File: src/rtl/mips_pkg.sv
// Shared constants for the EX-stage ALU control and the iterative mul/div unit.
package mips_pkg;

    // ALU operation codes driven to the EX-stage ALU
    localparam logic [3:0] ALU_AND = 4'b0000;
    localparam logic [3:0] ALU_OR  = 4'b0001;
    localparam logic [3:0] ALU_ADD = 4'b0010;
    localparam logic [3:0] ALU_SUB = 4'b0110;
    localparam logic [3:0] ALU_SLT = 4'b0111;
    localparam logic [3:0] ALU_NOR = 4'b1100;

    // Main-control ALU op classes
    localparam logic [1:0] AOP_ADD   = 2'b00;
    localparam logic [1:0] AOP_SUB   = 2'b01;
    localparam logic [1:0] AOP_RTYPE = 2'b10;

    // R-type funct codes
    localparam logic [5:0] FN_ADD   = 6'b100000;
    localparam logic [5:0] FN_SUB   = 6'b100010;
    localparam logic [5:0] FN_AND   = 6'b100100;
    localparam logic [5:0] FN_OR    = 6'b100101;
    localparam logic [5:0] FN_NOR   = 6'b100111;
    localparam logic [5:0] FN_SLT   = 6'b101010;
    localparam logic [5:0] FN_MFHI  = 6'b010000;
    localparam logic [5:0] FN_MFLO  = 6'b010010;
    localparam logic [5:0] FN_MULT  = 6'b011000;
    localparam logic [5:0] FN_MULTU = 6'b011001;
    localparam logic [5:0] FN_DIV   = 6'b011010;
    localparam logic [5:0] FN_DIVU  = 6'b011011;

    // EX result mux selections
    localparam logic [1:0] RES_ALU = 2'b00;
    localparam logic [1:0] RES_HI  = 2'b01;
    localparam logic [1:0] RES_LO  = 2'b10;

    // Multiply/divide unit sequencing states
    typedef enum logic [1:0] {
        IDLE = 2'd0,
        MUL  = 2'd1,
        DIV  = 2'd2
    } mdu_state_e;

endpackage

File: src/rtl/mdu_iter.sv
// Iterative multiply/divide datapath: one bit per cycle shift-add multiply
// and restoring divide on operand magnitudes, with sign fix-up into HI/LO.
module mdu_iter
    import mips_pkg::*;
#(
    parameter int DATA_W = 32
) (
    input  logic              clk,
    input  logic              rst_n,
    input  logic              start_i,
    input  logic [1:0]        op_i,      // bit1: divide, bit0: unsigned
    input  logic [DATA_W-1:0] opA_i,
    input  logic [DATA_W-1:0] opB_i,
    output logic              busy_o,
    output logic              done_o,
    output logic [DATA_W-1:0] hi_o,
    output logic [DATA_W-1:0] lo_o
);

    localparam int CNT_W = $clog2(DATA_W);
    localparam logic [CNT_W-1:0] LAST = CNT_W'(DATA_W - 1);

    mdu_state_e              state_q, state_d;
    logic [CNT_W-1:0]        cnt_q, cnt_d;
    logic [2*DATA_W-1:0]     acc_q, acc_d;
    logic [DATA_W-1:0]       opnd_q, opnd_d;
    logic                    negLo_q, negLo_d;
    logic                    negHi_q, negHi_d;
    logic [DATA_W-1:0]       hi_q, hi_d;
    logic [DATA_W-1:0]       lo_q, lo_d;
    logic                    done_q, done_d;

    logic                    signA, signB;
    logic [DATA_W-1:0]       magA, magB;
    logic [DATA_W:0]         mulSum;
    logic [2*DATA_W-1:0]     mulNext;
    logic [DATA_W:0]         divShift;
    logic                    divGe;
    logic [DATA_W-1:0]       divDiff;
    logic [DATA_W-1:0]       divRem;
    logic [2*DATA_W-1:0]     divNext;
    logic [2*DATA_W-1:0]     accNext;
    logic [2*DATA_W-1:0]     fixed;

    // Operand magnitudes and one iteration step of each algorithm
    always_comb begin
        signA    = ~op_i[0] & opA_i[DATA_W-1];
        signB    = ~op_i[0] & opB_i[DATA_W-1];
        magA     = signA ? -opA_i : opA_i;
        magB     = signB ? -opB_i : opB_i;
        mulSum   = {1'b0, acc_q[2*DATA_W-1:DATA_W]} + (acc_q[0] ? {1'b0, opnd_q} : '0);
        mulNext  = {mulSum, acc_q[DATA_W-1:1]};
        divShift = acc_q[2*DATA_W-1:DATA_W-1];
        divGe    = divShift >= {1'b0, opnd_q};
        divDiff  = divShift[DATA_W-1:0] - opnd_q;
        divRem   = divGe ? divDiff : divShift[DATA_W-1:0];
        divNext  = {divRem, acc_q[DATA_W-2:0], divGe};
        accNext  = (state_q == DIV) ? divNext : mulNext;
    end

    // Sign correction applied to the result of the final iteration
    always_comb begin
        fixed = '0;
        if (state_q == DIV) begin
            fixed = {negHi_q ? -accNext[2*DATA_W-1:DATA_W] : accNext[2*DATA_W-1:DATA_W],
                     negLo_q ? -accNext[DATA_W-1:0]        : accNext[DATA_W-1:0]};
        end else begin
            fixed = negLo_q ? -accNext : accNext;
        end
    end

    // Sequencing: latch operands on start, iterate DATA_W times, write HI/LO
    always_comb begin
        state_d = state_q;
        cnt_d   = cnt_q;
        acc_d   = acc_q;
        opnd_d  = opnd_q;
        negLo_d = negLo_q;
        negHi_d = negHi_q;
        hi_d    = hi_q;
        lo_d    = lo_q;
        done_d  = 1'b0;
        case (state_q)
            IDLE: begin
                if (start_i) begin
                    cnt_d   = '0;
                    negLo_d = signA ^ signB;
                    negHi_d = signA;
                    if (op_i[1]) begin
                        state_d = DIV;
                        acc_d   = {{DATA_W{1'b0}}, magA};
                        opnd_d  = magB;
                    end else begin
                        state_d = MUL;
                        acc_d   = {{DATA_W{1'b0}}, magB};
                        opnd_d  = magA;
                    end
                end
            end
            MUL, DIV: begin
                acc_d = accNext;
                cnt_d = cnt_q + 1'b1;
                if (cnt_q == LAST) begin
                    state_d      = IDLE;
                    {hi_d, lo_d} = fixed;
                    done_d       = 1'b1;
                end
            end
            default: state_d = IDLE;
        endcase
    end

    // State and datapath registers; reset aborts any operation in flight
    always_ff @(posedge clk or negedge rst_n) begin
        if (!rst_n) begin
            state_q <= IDLE;
            cnt_q   <= '0;
            acc_q   <= '0;
            opnd_q  <= '0;
            negLo_q <= 1'b0;
            negHi_q <= 1'b0;
            hi_q    <= '0;
            lo_q    <= '0;
            done_q  <= 1'b0;
        end else begin
            state_q <= state_d;
            cnt_q   <= cnt_d;
            acc_q   <= acc_d;
            opnd_q  <= opnd_d;
            negLo_q <= negLo_d;
            negHi_q <= negHi_d;
            hi_q    <= hi_d;
            lo_q    <= lo_d;
            done_q  <= done_d;
        end
    end

    assign busy_o = (state_q != IDLE);
    assign done_o = done_q;
    assign hi_o   = hi_q;
    assign lo_o   = lo_q;

endmodule

File: src/rtl/alu_control_mdu.sv
// EX-stage ALU control decoder with an attached iterative multiply/divide
// unit; stalls the pipeline while a multi-cycle operation runs.
module alu_control_mdu
    import mips_pkg::*;
#(
    parameter int DATA_W = 32,
    parameter int CODE_W = 4
) (
    input  logic              clk,
    input  logic              rst_n,
    input  logic              valid_in,
    input  logic [1:0]        aluOp,
    input  logic [5:0]        fuct_field,
    input  logic [DATA_W-1:0] opA,
    input  logic [DATA_W-1:0] opB,
    output logic [CODE_W-1:0] aluCode,
    output logic [1:0]        resSel,
    output logic              stall,
    output logic              illegal,
    output logic              mduBusy,
    output logic [DATA_W-1:0] hi,
    output logic [DATA_W-1:0] lo
);

    logic [3:0] code;
    logic       badOp;
    logic       isMdu;
    logic       start;
    logic       doneQ;
    logic       illegal_q, illegal_d;

    // Combinational decode of op class and funct into ALU code and result select
    always_comb begin
        code   = ALU_ADD;
        resSel = RES_ALU;
        badOp  = 1'b0;
        isMdu  = 1'b0;
        case (aluOp)
            AOP_ADD: code = ALU_ADD;
            AOP_SUB: code = ALU_SUB;
            AOP_RTYPE: begin
                case (fuct_field)
                    FN_ADD:  code = ALU_ADD;
                    FN_SUB:  code = ALU_SUB;
                    FN_AND:  code = ALU_AND;
                    FN_OR:   code = ALU_OR;
                    FN_NOR:  code = ALU_NOR;
                    FN_SLT:  code = ALU_SLT;
                    FN_MFHI: resSel = RES_HI;
                    FN_MFLO: resSel = RES_LO;
                    FN_MULT, FN_MULTU, FN_DIV, FN_DIVU: isMdu = 1'b1;
                    default: badOp = 1'b1;
                endcase
            end
            default: badOp = 1'b1;
        endcase
    end

    // doneQ blocks the still-held instruction from restarting the unit
    assign start   = ~mduBusy & valid_in & isMdu & ~doneQ;
    assign stall   = start | mduBusy;
    assign aluCode = CODE_W'(code);

    assign illegal_d = valid_in & badOp;

    // One-cycle registered flag for an undecodable instruction
    always_ff @(posedge clk or negedge rst_n) begin
        if (!rst_n) begin
            illegal_q <= 1'b0;
        end else begin
            illegal_q <= illegal_d;
        end
    end

    assign illegal = illegal_q;

    mdu_iter #(
        .DATA_W(DATA_W)
    ) u_mdu (
        .clk    (clk),
        .rst_n  (rst_n),
        .start_i(start),
        .op_i   (fuct_field[1:0]),
        .opA_i  (opA),
        .opB_i  (opB),
        .busy_o (mduBusy),
        .done_o (doneQ),
        .hi_o   (hi),
        .lo_o   (lo)
    );

endmodule
File: config.mk
export PLATFORM = sky130hd
export DESIGN_NAME = alu_control_mdu
export DESIGN_NICKNAME = d
export VERILOG_FILES = /design/src/rtl/mips_pkg.sv /design/src/rtl/mdu_iter.sv /design/src/rtl/alu_control_mdu.sv
export SDC_FILE = /design/constraint.sdc
export NUM_CORES = 1
export LEC_CHECK = 0
export CORE_ASPECT_RATIO = 0.75
export CORE_MARGIN = 2
export CORE_UTILIZATION = 54
export CTS_BUF_LIST = sky130_fd_sc_hd__clkbuf_16
export DETAILED_ROUTE_END_ITERATION = 12
export PLACE_DENSITY_LB_ADDON = 0.15
export REMOVE_ABC_BUFFERS = 1
export SETUP_SLACK_MARGIN = 0.5
export SYNTH_ARGS = -nofsm -noshare
export SYNTH_HDL_FRONTEND = slang
export SYNTH_SLANG_ARGS = --single-unit
File: constraint.sdc
create_clock -name clk -period 5.54 [get_ports clk]
set_input_delay 1.108 -clock clk [delete_from_list [all_inputs] [get_ports clk]]
set_output_delay 1.108 -clock clk [all_outputs]
set_load 0.05 [all_outputs]
==> run summary, run 1 <==
status: completed
routability cong.: 1.01
Top FF cell, synth: dfrtp_1
Placed Cells: 2604
Die Y-Extent: 154 um
Congestion Overflow GR: 0
number of synthesized flops with an enable pin: 0
Crit Path Max Fanout: 4
routed via count: 16969
die area: 31400 um^2
vias per cell: 6.44
Clk network pwr share: 14.6%
Post-Synthesis Cells: 2124
largest family of logic cells by synthesized area: compound AO/OA/AOI/OAI gates
CTS tree: yes
CP startpoint kind: register
GRT Util Overall: 38.8%
Psw: 4.70 mW
maxcap violations: 0
Adder-Cell Fraction of Synth Area: 6.04%
First-pass DRT Iterations: 7
sw frac: 53.5%
fin crit share: 89.8%
Initial Util: 55.2%
Slew Limit Fails: 0
port buffer count: 147
initial antenna violation count: 1
clock latency on the worst-skew pair: 0.46 ns
Area Overhead vs Synth: 16.0%
io pins: 148
first-pass GRT wire length: 93100 um
register area share after synthesis: 26.4%
core area: 29300 um^2
Tmin final: 4.97 ns
power per cell area: 467 nW/um^2
TritonCTS sink count: 171
XOR/XNOR share of the synthesized area: 8.49%
H-Tree Level Count: 4
final setup margin: 0.567 ns
yosys warns: 0
root buffer cell: clkbuf_16
1st-iter DRT viols: 2180
RSZ-0062 raised after global routing: false
Setup Skew: 0.0185 ns
Gate power share: 65.5%
largest net degree at the start of global routing: 110
Final Setup Violations: 0
P_int: 4.08 mW
FF-to-FF Start: u_mdu.acc_q[31]
clock transition at the registers of the reported paths: 0.07 ns
asr flop ratio synth: 100%
crit path DAT: 5.29 ns
total CTS buffers: 17
vias in the first global route: 15650
Worst Setup SP: u_mdu.acc_q[31]
mux share of post-synthesis cell area: 3.31%
most common cell after layout, fill and taps aside: nand2_1
Diodes inserted: 0
final hold violations: 0
Worst EP required: 5.86 ns
path type of the worst min-delay path: reg -> reg
Simple-Gate Fraction of Synth Area: 22.7%
top cells by area, synth: dfrtp_1 (26%), nand2_1 (6.9%), o21ai_0 (6.7%)
FMAX: 201 MHz
Mapped Area: 16200 um^2
Synth Area in Compound Gates: 27.2%
worst vdd ir: 263 uV
critical path class: reg -> reg
DR WL/cell: 23.4 um
Hold Startpoint: u_mdu.hi_o[24]
clock buffer depth: 2
area leader, netlist: dfrtp_1
Setup crit end kind: register
Leakage Power: 7.65 nW
Yosys reg bits: 171
Core Rows: 54
Residual DRC: 0
leading cell types in the layout, fill and taps excluded: nand2_1 (294), o21ai_0 (215), a21oi_1 (196)
final wirelength: 61700 um
dpl ws: 0.470 ns
Netlist cell types: 109
Non-Filler Instances: 2635
DP Wirelength: 47600 um
syn_area_per_cell: 7.63 um^2
Slew @ Worst Pin: 1.19 ns
final antenna-violating net count: 0
die width: 204 um
final net count: 2383
Seq pwr share: 19.9%
Synth top area share: 26.4%
layout cell share with drive strength beyond 1: 8.25%
max_slew headroom: 20.1%
timing repair:
action,in CTS,in global routing
endpoints found under the setup margin,7,25
setup buffers,0,0
gates cloned,0,0
hold endpoints to repair,0,0
hold buffers,0,0
pin swaps,0,2
gates resized for setup,2,30
power by group through the flow:
stage,sequential (mW),clock [mW],combinational (mW)
2_1_floorplan,1.87,0,3.38
3_3_place_gp,1.74,0,5.38
3_5_place_dp,1.75,0,5.42
4_1_cts,1.73,1.28,5.45
5_1_grt,1.77,1.33,6.11
6_report,1.75,1.28,5.75
kinds of logic after synthesis:
family | after synthesis
AOI/OAI and AO/OA | 687
xor gates and xnor gates | 157
adders and majority gates | 77
buffers and inverters | 201
DFF | 171
muxes | 53
and+or+nand+nor | 778
layer usage:
metal	global-route usage (%)	up-vias	routed length, um	share of wire (%)
li1	-	7826	-	-
met1	55.6	8106	27200	44
met2	53.8	917	25000	40
met3	13.0	116	7280	12
met4	14.0	4	2230	3.6
met5	0.932	-	55	0.089
final timing paths:
kind                            cells after the start  slack, ns               to
worst max-delay path                               16       0.57   u_mdu.hi_o[22]
worst min-delay path                                2       0.48   u_mdu.hi_o[24]
worst max register to register                     16       0.57   u_mdu.hi_o[22]
worst min register to register                      2       0.48   u_mdu.hi_o[24]
max in group asynchronous                           2       3.78  u_mdu.acc_q[35]
min in group asynchronous                           1       0.66    u_mdu.hi_o[9]
synth_stat cells (5+ instances only):
cell         n
nor3_1      56
or2_2        5
dfrtp_1    171
o31a_1       6
nor2_1     193
inv_1       78
clkbuf_8     9
xor2_1      59
clkbuf_1    79
a31oi_1     23
o21bai_1     6
o211ai_1    20
or4_1       10
nand3_1     32
a21boi_0    11
and3_1      15
buf_6        8
o21ai_0    217
o22ai_1      7
mux2i_1     49
and2_1      41
nand4_1     25
a21oi_1    203
nor4_1      14
a211oi_1    18
or3_1       15
buf_1        8
nor2b_1     18
nand3b_1     5
o2111ai_1    7
nand2b_1    15
nor3b_1      8
o21a_1       6
nand2_1    296
a22oi_1      6
xnor2_1     98
o21ai_1     13
nand4b_1     5
buf_2       12
a221oi_1     5
ha_1        75
o31ai_1     28
a21o_1      24
a22o_1      13
per-stage QoR:
| stage | instance area (um^2) | TNS (ns) | hold slack, ns | utilization [%] | total power, mW |
|---|---|---|---|---|---|
| final | 18800 | 0 | 0.479 | 64.1 | 8.78 |
| after global routing | 18800 | 0 | 0.512 | 64.1 | 9.21 |
| after CTS | 18600 | 0 | 0.487 | 63.5 | 8.47 |
| after detailed placement | 18000 | 0 | 0.470 | 61.5 | 7.17 |
| after global placement | 18000 | 0 | 0.453 | 61.5 | 7.12 |
| after floorplan | 15600 | -100.04 | 0.459 | - | 5.25 |
final cells by class:
class	instances	area (um^2)
timing repair buffer	209	1940
inverter	80	300
clock buffer	17	425
clock inverter	14	164
multi-input combinational	1752	11200
sequential	171	4280
fill	2668	10500
tap	392	490
state kept, by name, summed over array words and instances, names as in the netlist:
signal         flops
illegal            1
u_mdu.acc_q       64
u_mdu.cnt_q        5
u_mdu.done_o       1
u_mdu.hi_o        32
u_mdu.lo_o        32
u_mdu.negHi_q      1
u_mdu.negLo_q      1
u_mdu.opnd_q      32
u_mdu.state_q      2
worst max-delay path: stages, from the launching register on:
cell and delay (ns):
dfrtp_1 0.47, inv_1 0.12, ha_1 0.25, inv_1 0.08, fa_1 0.21, a21o_1 0.20, a221oi_4 0.10, o31ai_1 0.83
o21ai_0 0.23, xnor2_1 0.20, a211o_2 0.48, or3_4 0.46, or4_1 0.65, o21ai_1 0.19, a22oi_1 0.12, xnor2_1 0.17
o21ai_1 0.07
Power figures use the tool's default switching activity.
==> inputs of run 2 (changes only) <==
--- a/config.mk
+++ b/config.mk
@@ -5,8 +5,8 @@
 export SDC_FILE = /design/constraint.sdc
 export NUM_CORES = 1
 export LEC_CHECK = 0
+export CAP_MARGIN = 0
 export CORE_ASPECT_RATIO = 0.75
-export CORE_MARGIN = 2
 export CORE_UTILIZATION = 54
 export CTS_BUF_LIST = sky130_fd_sc_hd__clkbuf_16
 export DETAILED_ROUTE_END_ITERATION = 12
==> run 2 against run 1 <==
Compared with the run above: critical path depth down 2; non-clock buffer count down 7; die area down 2.3%; power up 0.53%; largest cell class unchanged; largest power group unchanged.
==> run summary, run 2 (same netlist as run 1, synthesis figures left out) <==
most common cell after layout, fill and taps aside: nand2_1
clock transition at the registers of the reported paths: 0.08 ns (about the same)
CTS tree: yes
Biggest register: u_mdu.acc_q
status: completed
largest net degree at the start of global routing: 95 (-14%)
Die Y-Extent: 152 um (-1.3%)
path type of the worst min-delay path: reg -> reg
clock buffer depth: 2 (unchanged)
fin crit share: 89.8% (about the same)
routed via count: 17139 (+1.0%)
Setup crit end kind: register
First-pass DRT Iterations: 6 (-1)
final wirelength: 61300 um (-0.56%)
io pins: 148 (unchanged)
final setup margin: 0.565 ns (-0.00232 ns)
initial antenna violation count: 1 (unchanged)
final hold violations: 0 (unchanged)
Worst EP required: 5.87 ns (about the same)
Slew Limit Fails: 0 (unchanged)
vias in the first global route: 15388 (-1.7%)
1st-iter DRT viols: 2220 (+1.8%)
GRT Util Overall: 39.6% (+0.79 points)
crit path DAT: 5.30 ns (about the same)
TritonCTS sink count: 171 (unchanged)
final net count: 2376 (-0.29%)
worst vdd ir: 238 uV (-9.5%)
Area Overhead vs Synth: 15.2%
first-pass GRT wire length: 93000 um (about the same)
final antenna-violating net count: 0 (unchanged)
RSZ-0062 raised after global routing: false
Core Rows: 54 (unchanged)
final core utilization: 63.8% (-0.29 points)
Congestion Overflow GR: 0 (unchanged)
FMAX: 201 MHz (about the same)
Largest register FFs: 64 (unchanged)
Setup Skew: 0.0243 ns (+0.00583 ns)
max_slew headroom: 32.3% (+12 points)
CP startpoint kind: register
root buffer cell: clkbuf_16
Diodes inserted: 0 (unchanged)
CTS Hold Buffers Added: 0 (unchanged)
routability cong.: 1.02 (+0.70%)
Final Setup Violations: 0 (unchanged)
dpl ws: 0.558 ns (+0.0877 ns)
Crit Path Max Fanout: 17 (+13)
Tmin final: 4.98 ns (+0.00232 ns)
total CTS buffers: 17 (unchanged)
layout cell share with drive strength beyond 1: 7.29% (-0.96 points)
core area: 29300 um^2 (-0.23%)
Initial Util: 55.4% (+0.13 points)
H-Tree Level Count: 4 (unchanged)
DR WL/cell: 23.3 um (-0.33%)
clock latency on the worst-skew pair: 0.48 ns (+0.02 ns)
maxcap violations: 0 (unchanged)
Slew @ Worst Pin: 1.00 ns (-0.181 ns)
power per cell area: 473 nW/um^2 (+1.2%)
Leakage Power: 7.58 nW (-0.94%)
port buffer count: 147 (unchanged)
leading cell types in the layout, fill and taps excluded: nand2_1 (295), o21ai_0 (216), a21oi_1 (202)
die width: 202 um (-0.98%)
DP Wirelength: 47200 um (-0.85%)
die area: 30700 um^2 (-2.3%)
vias per cell: 6.52 (+1.2%)
Residual DRC: 0 (unchanged)
critical path class: reg -> reg
==> run 2: power by group <==
part	switching, mW	internal, mW	leakage (nW)
registers	0.297	1.47	2.04
clock network	0.645	0.648	0.289
logic	3.82	1.94	5.25
total	4.76	4.07	7.58
==> run 2: worst max-delay path: stages (launching register included) <==
cell	delay (ns)
dfrtp_1	0.47
inv_1	0.09
ha_1	0.39
buf_4	0.17
nand4_1	0.22
nor3_1	0.47
o311a_4	0.47
nor3_1	0.10
a311oi_2	0.68
nand2_1	0.46
o31ai_1	0.41
o221a_2	0.36
a41oi_1	0.17
xnor2_1	0.26
o21ai_0	0.10
==> run 2: area by class of cell <==
class | instances | area, um^2
multi-input cells | 1752 | 11100
clock inverters | 15 | 175
clock buffers | 17 | 425
inverters | 80 | 300
flip-flops and latches | 171 | 4280
repair buffers | 202 | 1900
fillers | 2571 | 10600
well taps | 392 | 490
==> run 2: path summary, 6_finish.rpt <==
path                            cells past startpoint  slack [ns]          endpoint              from
worst max register to register                     14        0.56    u_mdu.hi_o[31]  u_mdu.opnd_q[19]
max in group asynchronous                           2        3.84  u_mdu.opnd_q[10]             rst_n
min in group asynchronous                           1        0.69    u_mdu.hi_o[20]             rst_n
worst max-delay path                               14        0.56    u_mdu.hi_o[31]  u_mdu.opnd_q[19]
worst min register to register                      2        0.48     u_mdu.lo_o[4]     u_mdu.lo_o[4]
worst min-delay path                                2        0.48     u_mdu.lo_o[4]     u_mdu.lo_o[4]
==> run 2: metal layers <==
metal | global-route usage, % | up-vias | part of all wire [%]
li1 | - | 7818 | -
met1 | 61.1 | 8138 | 45
met2 | 53.0 | 1070 | 39
met3 | 10.4 | 111 | 13
met4 | 11.4 | 2 | 2.8
met5 | 0 | - | 0.021
==> run 2: stage by stage <==
stage                     total power, mW  area (um^2)  hold slack [ns]  TNS [ns]  instances
final                                8.83        18700            0.478         0       2629
after detailed placement             7.20        18000            0.460         0       2594
after global routing                 9.19        18700            0.502         0       2629
after CTS                            8.50        18600            0.476         0       2626
after global placement               7.15        18000            0.453         0       2594
after floorplan                      5.25        15600            0.459   -100.04       2003
==> run 2: repair_timing <==
action	CTS	global route
resized for setup	0	13
setup buffers	0	3
endpoints found under the setup margin	0	26
==> inputs of run 3 (changes only) <==
--- a/config.mk
+++ b/config.mk
@@ -9,6 +9,8 @@
 export CORE_ASPECT_RATIO = 0.75
 export CORE_UTILIZATION = 54
 export CTS_BUF_LIST = sky130_fd_sc_hd__clkbuf_16
+export CTS_CLUSTER_DIAMETER = 150
+export CTS_CLUSTER_SIZE = 14
 export DETAILED_ROUTE_END_ITERATION = 12
 export PLACE_DENSITY_LB_ADDON = 0.15
 export REMOVE_ABC_BUFFERS = 1
==> results of run 3 <==
No change in the layout: final DEF, timing and power equal those of run 2.
